File: config.mk
export PLATFORM = sky130hd
export DESIGN_NAME = answer_judge
export DESIGN_NICKNAME = d
export VERILOG_FILES = /design/src/rtl/answer_judge_pkg.sv /design/src/rtl/answer_judge_bcd3_to_bin.sv /design/src/rtl/answer_judge.sv
export SDC_FILE = /design/constraint.sdc
export NUM_CORES = 1
export LEC_CHECK = 0
export CORE_UTILIZATION = 45
export CTS_CLUSTER_DIAMETER = 120
export CTS_CLUSTER_SIZE = 28
export DETAILED_ROUTE_END_ITERATION = 16
export PLACE_DENSITY_LB_ADDON = 0.2
export SLEW_MARGIN = 20
export SYNTH_ARGS = -nofsm -noshare
export SYNTH_HDL_FRONTEND = slang
export SYNTH_HIERARCHICAL = 1
export SYNTH_SLANG_ARGS = --single-unit
File: constraint.sdc
create_clock -name CLK -period 6.3 [get_ports CLK]
set_input_delay 1.575 -clock CLK [delete_from_list [all_inputs] [get_ports CLK]]
set_output_delay 1.575 -clock CLK [all_outputs]
set_load 0.005 [all_outputs]
File: src/rtl/answer_judge_pkg.sv
// Shared encodings for the answer judge: controller states, result codes, prime table.
// Latency: n/a (constants and pure functions only).
// Backpressure: n/a.
package answer_judge_pkg;

  // Product/compare width; 23^3 = 12167 fits in 14 bits.
  localparam int PW_DEFAULT = 14;

  // Controller state encodings observed on STATE.
  localparam logic [3:0] ST_QUESTION = 4'b0011;
  localparam logic [3:0] ST_INPUT    = 4'b0100;
  localparam logic [3:0] ST_DRAW     = 4'b0110;
  localparam logic [3:0] ST_GOOD     = 4'b1000;
  localparam logic [3:0] ST_OUCH     = 4'b1001;
  localparam logic [3:0] ST_WIN      = 4'b1010;
  localparam logic [3:0] ST_LOSE     = 4'b1011;

  // States that wipe RESULT and abort any judgement in flight.
  localparam int N_CLR = 5;
  localparam logic [N_CLR-1:0][3:0] CLR_STATES = {ST_DRAW, ST_GOOD, ST_OUCH, ST_WIN, ST_LOSE};

  // RESULT encodings.
  localparam logic [1:0] RES_NONE    = 2'b00;
  localparam logic [1:0] RES_CORRECT = 2'b01;
  localparam logic [1:0] RES_WRONG   = 2'b10;
  localparam logic [1:0] RES_INVALID = 2'b11;

  // Judge FSM states.
  typedef enum logic [2:0] {
    J_IDLE = 3'd0,
    J_WAIT = 3'd1,
    J_LOAD = 3'd2,
    J_MUL1 = 3'd3,
    J_MUL2 = 3'd4,
    J_MUL3 = 3'd5,
    J_CMP  = 3'd6
  } judge_state_t;

  // Factor code to prime. Code 0 is a blank slot and contributes 1 to the product.
  // Invalid codes also map to 1; they are flagged separately and never judged correct.
  function automatic logic [4:0] code_to_prime(input logic [3:0] code);
    logic [4:0] p;
    case (code)
      4'd0:    p = 5'd1;
      4'd1:    p = 5'd2;
      4'd2:    p = 5'd3;
      4'd3:    p = 5'd5;
      4'd4:    p = 5'd7;
      4'd5:    p = 5'd11;
      4'd6:    p = 5'd13;
      4'd7:    p = 5'd17;
      4'd8:    p = 5'd19;
      4'd9:    p = 5'd23;
      default: p = 5'd1;
    endcase
    return p;
  endfunction

  // True when the controller state is one of the clearing states.
  function automatic logic is_clr_state(input logic [3:0] st);
    logic hit;
    hit = 1'b0;
    for (int i = 0; i < N_CLR; i++) begin
      if (st == CLR_STATES[i]) hit = 1'b1;
    end
    return hit;
  endfunction

endpackage

File: src/rtl/answer_judge_bcd3_to_bin.sv
// Converts a 3-digit BCD number (hundreds, tens, ones) to binary and flags bad digits.
// Latency: combinational.
// Backpressure: none; output follows input.
module bcd3_to_bin (
  input  logic [11:0] bcd,
  output logic [9:0]  bin,
  output logic        digit_err
);

  logic [3:0] hundreds;
  logic [3:0] tens;
  logic [3:0] ones;

  assign hundreds = bcd[11:8];
  assign tens     = bcd[7:4];
  assign ones     = bcd[3:0];

  // Weighted sum; value is meaningless when digit_err is set, so truncation there is harmless.
  always_comb begin
    bin = ({6'd0, hundreds} * 10'd100) + ({6'd0, tens} * 10'd10) + {6'd0, ones};
  end

  // Any nibble above 9 is not a decimal digit.
  always_comb begin
    digit_err = (hundreds > 4'd9) | (tens > 4'd9) | (ones > 4'd9);
  end

endmodule

File: src/rtl/answer_judge.sv
// Judges the player's three factor codes: serial prime product compared with the BCD problem.
// Latency: DEC rising sampled at edge k -> RESULT/JUDGE_DONE updated at edge k+6.
// Backpressure: none; DEC while BUSY is dropped, leaving INPUT or a clearing state aborts.
module answer_judge
  import answer_judge_pkg::*;
#(
  parameter int PW = PW_DEFAULT
) (
  input  logic        CLK,
  input  logic        RST,
  input  logic [3:0]  STATE,
  input  logic [25:0] QUESTION,
  input  logic        DEC,
  input  logic [3:0]  COUNT1_IN,
  input  logic [3:0]  COUNT2_IN,
  input  logic [3:0]  COUNT3_IN,
  output logic [1:0]  RESULT,
  output logic        JUDGE_DONE,
  output logic        BUSY
);

  judge_state_t state_q;
  judge_state_t state_d;

  logic          dec_q;
  logic          dec_rise;
  logic          in_input;
  logic          clr_hit;

  logic          load_en;
  logic          mul_en;
  logic          cmp_en;
  logic [3:0]    mul_code;

  logic [3:0]    code1_q;
  logic [3:0]    code2_q;
  logic [3:0]    code3_q;
  logic [9:0]    problem_q;
  logic          invalid_q;
  logic [PW-1:0] product_q;

  logic [9:0]    problem_bin;
  logic          digit_err;
  logic          load_invalid;
  logic [4:0]    mul_prime;
  logic [PW-1:0] product_next;
  logic [1:0]    verdict;

  logic [1:0]    result_q;
  logic          done_q;

  // Difficulty and the low question bits carry nothing for judging.
  logic          unused_question_bits;
  assign unused_question_bits = ^{QUESTION[25:24], QUESTION[11:0]};

  assign in_input = (STATE == ST_INPUT);
  assign clr_hit  = is_clr_state(STATE);
  assign dec_rise = DEC & ~dec_q;

  bcd3_to_bin u_bcd (
    .bcd       (QUESTION[23:12]),
    .bin       (problem_bin),
    .digit_err (digit_err)
  );

  // Registers the decide level so a held button starts only one judgement.
  always_ff @(posedge CLK) begin
    if (RST) begin
      dec_q <= 1'b0;
    end else begin
      dec_q <= DEC;
    end
  end

  // FSM state register.
  always_ff @(posedge CLK) begin
    if (RST) begin
      state_q <= J_IDLE;
    end else begin
      state_q <= state_d;
    end
  end

  // Next-state and datapath strobes; abort and clear override the normal sequence.
  always_comb begin
    state_d  = state_q;
    load_en  = 1'b0;
    mul_en   = 1'b0;
    cmp_en   = 1'b0;
    mul_code = 4'd0;
    case (state_q)
      J_IDLE: begin
        if (in_input && dec_rise && !clr_hit) state_d = J_WAIT;
      end
      J_WAIT: begin
        // Dead cycle: the input stage's committed codes settle here.
        state_d = J_LOAD;
      end
      J_LOAD: begin
        load_en = 1'b1;
        state_d = J_MUL1;
      end
      J_MUL1: begin
        mul_en   = 1'b1;
        mul_code = code1_q;
        state_d  = J_MUL2;
      end
      J_MUL2: begin
        mul_en   = 1'b1;
        mul_code = code2_q;
        state_d  = J_MUL3;
      end
      J_MUL3: begin
        mul_en   = 1'b1;
        mul_code = code3_q;
        state_d  = J_CMP;
      end
      J_CMP: begin
        cmp_en  = 1'b1;
        state_d = J_IDLE;
      end
      default: state_d = J_IDLE;
    endcase

    if ((state_q != J_IDLE) && (!in_input || clr_hit)) begin
      state_d = J_IDLE;
      load_en = 1'b0;
      mul_en  = 1'b0;
      cmp_en  = 1'b0;
    end
  end

  // Invalid if any slot code or problem digit is out of range.
  always_comb begin
    load_invalid = digit_err
                 | (COUNT1_IN > 4'd9)
                 | (COUNT2_IN > 4'd9)
                 | (COUNT3_IN > 4'd9);
  end

  // One serial multiply step; the product never exceeds 23^3 so PW bits do not wrap.
  always_comb begin
    mul_prime    = code_to_prime(mul_code);
    product_next = product_q * {{(PW-5){1'b0}}, mul_prime};
  end

  // Verdict; problems 0 and 1 cannot be written as a product of primes from the table.
  always_comb begin
    if (invalid_q) begin
      verdict = RES_INVALID;
    end else if ((product_q == {{(PW-10){1'b0}}, problem_q}) && (problem_q >= 10'd2)) begin
      verdict = RES_CORRECT;
    end else begin
      verdict = RES_WRONG;
    end
  end

  // Operand capture and running product.
  always_ff @(posedge CLK) begin
    if (RST) begin
      code1_q   <= 4'd0;
      code2_q   <= 4'd0;
      code3_q   <= 4'd0;
      problem_q <= 10'd0;
      invalid_q <= 1'b0;
      product_q <= '0;
    end else if (load_en) begin
      code1_q   <= COUNT1_IN;
      code2_q   <= COUNT2_IN;
      code3_q   <= COUNT3_IN;
      problem_q <= problem_bin;
      invalid_q <= load_invalid;
      product_q <= {{(PW-1){1'b0}}, 1'b1};
    end else if (mul_en) begin
      product_q <= product_next;
    end
  end

  // Result register: cleared by clearing states, loaded on compare, held otherwise.
  always_ff @(posedge CLK) begin
    if (RST) begin
      result_q <= RES_NONE;
      done_q   <= 1'b0;
    end else begin
      done_q <= cmp_en;
      if (clr_hit) begin
        result_q <= RES_NONE;
      end else if (cmp_en) begin
        result_q <= verdict;
      end
    end
  end

  assign RESULT     = result_q;
  assign JUDGE_DONE = done_q;
  assign BUSY       = (state_q != J_IDLE);

endmodule
==> out/qor.txt <==
EDFF count, synth: 0
HPWL after detailed placement: 7.25 mm
Post-cts resize count: 0
RSZ-0062 raised after global routing: no
Post-route fraction of the period consumed by the critical path: 93.1%
Sw Ratio: 28.2%
Tightest slew margin relative to the limit: 28.9%
Worst min-delay path endpoint: code1_q[0]
Routability cong.: 0.770
Fraction of power consumed by sequential logic: 43.0%
Wirelength per Cell: 13.5 µm
Number of global-route vias before repair: 3,567
Net count after synthesis: 648
Detail Route Antenna Nets: 0
GRT Overall Usage: 20.2%
Worst-path fanout max: 17
Reg2Reg Setup Slack: 430 ps
Floorplan row count: 35
Endpoint class of the critical path: flop
Fraction of final layout cells sized beyond drive strength 1: 5.05%
Synth cell types: 56
Worst Hold Class: reg2reg
HP Start: code1_q[0]
Status: complete, no violations
Maximum number of pins on one net before global-route repair: 31
DR DRC count: 0
Data required time at the worst endpoint: 6460 ps
Post-Place Cell Area: 4840 µm²
Chain of cells forming the critical path: and2b_1 > a221o_1 > ha_1 > nand4b_1 > nor2_1 > and2_1 > fa_1 > fa_1 > inv_1 > fa_1 > inv_1 > ha_1 > nand2_1 > o21ai_0 > nor3_1 > o21bai_1 > nand4_1 > a32oi_1 > xnor2_1 > a21oi_1
Static Leak: 2.12 nW
Wire length after detailed routing: 9.23 mm
Internal portion of total power: 0.466 mW
Area growth from synthesis to layout: 13.5%
Clock skew after layout: 16.3 ps
Clock network fraction of total power: 36.3%
Fraction of synthesis flops using an asynchronous set or reset pin: 0%
Register bit total from synthesis: 44
Final cell area excluding filler cells: 4960 µm²
Arr. time, crit path: 6030 ps
Number of max-capacitance violations reported: 0
Met2 demand-to-capacity share in global routing: 36.3%
Post-CTS setup buffers: 0
TritonCTS clock tree: done
Remaining global-route overflow: 0
First-pass iteration count of the detailed router: 4
Ant. Diodes: 0
Measured slew at the worst slew-check pin: 1060 ps
Delay of the slowest cell on the worst path: 560 ps
Net switching power figure: 0.183 mW
Startpoint type of the worst setup path: flop
Number of top-level pins: 49
Most common library cell in the layout ignoring fill and taps: sky130_fd_sc_hd__nand2_1
H-tree depth: 2
Commonest register cell after synthesis: sky130_fd_sc_hd__dfxtp_1
Share of total power in combinational logic: 20.7%
Post-DR vias/cell: 5.14
Final Max Slew Viols: 0
Met1 global-route usage: 26.3%
First-pass GRT wire length: 16.3 mm
Clock buffer count from CTS: 5
Standard cell core area: 9330 µm²
Via total after detailed routing: 3,518
Total power per unit cell area: 131 nW/µm²
Global routing usage on met3: 2.22%
Number of placed cells counting well taps: 676
Total of warnings raised by yosys: 6
Syn Std Cell Area: 4370 µm²
Critical path start-end classification: reg2reg
Path depth of the worst reg2reg path: 20
Accumulated negative setup slack: 0 ps
Clock transition at the register clock pins on the worst setup and hold paths after CTS: 110 ps
Worst reg2reg endpoint: product_q[13]
Number of hold violations in the final report: 0
CTS Hold Buffers Added: 0
Post-synthesis area per instance: 8.32 µm²
Maximum vdd drop: 88.9 µV
CP max-delay cell: sky130_fd_sc_hd__fa_1
Register area share after synthesis: 20.2%
Clock insertion delay at the later pin of the skew report: 310 ps
Shortest period the worst path allows: 5870 ps
Initial cell density of the core: 46.8%
Leading cell types in the layout, fill and taps excluded: sky130_fd_sc_hd__nand2_1 (79), sky130_fd_sc_hd__inv_1 (53), sky130_fd_sc_hd__a21oi_1 (52)
Root cell of the clock tree: sky130_fd_sc_hd__clkbuf_8
Number of nets in the finished design: 677
Die Footprint: 10,100 µm²
Die width: 101 µm
Hold Path Cell Cnt: 2
IO buf count: 34
Final number of setup-violating endpoints: 0
Antenna violations before repair: 0
Die H: 101 µm
Fmax achieved: 0.170 GHz
Top cell by count, worst path: sky130_fd_sc_hd__fa_1
Synthesized netlist cell count: 525
1st-iter DRT viols: 102
Final WS setup: 432 ps
Non-filler cells, final: 684
Number of buffers on the longest clock path: 2
Reg-to-reg critical path startpoint: state_q[2]
Worst setup slack before clock tree synthesis: 496 ps
Most used routing layer in global routing: met2
Number of filler instances in the final layout: 915
CTS Sinks: 44
-- cells by family after synthesis --
group	synth area share, %
and+or+nand+nor	24.3
buffers and inverters	6.67
DFF	20.2
AOI/OAI and AO/OA	13.5
muxes	0.487
adders and majority gates	28.2
xor gates and xnor gates	6.70
-- registers in the layout, summed over array words and instances, names as in the netlist --
name	count
state_q	3
code3_q	4
code2_q	4
invalid_q	1
RESULT	2
code1_q	4
problem_q	10
JUDGE_DONE	1
dec_q	1
product_q	14
-- routing by layer --
metal  wire length, µm  part of all wire, %
met1              4440                   48
met2              4530                   49
met3               227                  2.5
met5                 0                    0
met4                29                 0.31
-- power by group through the flow --
stage | combinational (mW) | sequential, mW | clock (mW)
5_1_grt | 0.153 | 0.279 | 0.253
3_5_place_dp | 0.134 | 0.285 | 0
6_report | 0.134 | 0.278 | 0.235
2_1_floorplan | 0.0934 | 0.285 | 0
4_1_cts | 0.136 | 0.278 | 0.241
3_3_place_gp | 0.132 | 0.285 | 0
-- cells in the mapped netlist, drive strengths merged (2+ instances only) --
cell / instances / area, µm²
a211oi: 2 / 15.0
a21o: 4 / 30.0
a21oi: 53 / 269
a221oi: 3 / 43.8
and2: 22 / 138
and3: 5 / 31.3
and4b: 3 / 37.5
buf: 4 / 28.8
clkbuf: 16 / 60.1
dfxtp: 44 / 881
fa: 34 / 681
ha: 44 / 551
inv: 54 / 203
nand2: 79 / 297
nand2b: 9 / 56.3
nand3: 7 / 35.0
nand4: 3 / 18.8
nand4b: 4 / 35.0
nor2: 17 / 63.8
nor2b: 29 / 181
nor3: 8 / 40.0
nor3b: 3 / 32.5
nor4: 4 / 25.0
o211ai: 3 / 22.5
o21a: 2 / 15.0
o21ai: 17 / 85.1
o21bai: 3 / 22.5
or2: 2 / 12.5
or3: 2 / 12.5
xnor2: 21 / 191
xor2: 9 / 78.8
-- worst max-delay path: cells and delay by family (launching register included) --
kind / cells / cell delay, ps
adders and majority gates: 5 / 2170
and+or+nand+nor: 7 / 1490
AOI/OAI and AO/OA: 5 / 1350
DFF: 1 / 470
xor gates and xnor gates: 1 / 150
buffers and inverters: 2 / 100
-- final cells by class --
type	count	area [µm²]	share of cell area, %
timing repair buffer	42	400	8.08
sequential	44	881	17.8
inverter	54	203	4.09
clock inverter	3	46.3	0.934
clock buffer	5	68.8	1.39
multi-input combinational	407	3200	64.5
tap	129	161	3.26
-- stage by stage --
stage / utilization, % / hold WS (ps) / power [mW]
6_report: 53.1 / 459 / 0.648
2_1_floorplan: - / 432 / 0.378
5_1_grt: 53.1 / 497 / 0.684
3_3_place_gp: 51.9 / 445 / 0.417
4_1_cts: 53.1 / 462 / 0.656
3_5_place_dp: 51.9 / 449 / 0.419
-- worst max-delay path by stage --
stage,slack (ps),to,from,cells after the start
2_1_floorplan,930,product_q[12],state_q[0],21
3_3_place_gp,540,product_q[12],state_q[2],19
3_5_place_dp,500,product_q[12],state_q[2],19
4_1_cts,500,product_q[12],state_q[2],19
5_1_grt,100,product_q[13],state_q[2],22
6_report,430,product_q[13],state_q[2],20
No activity file was read; power rests on OpenSTA's default activity.
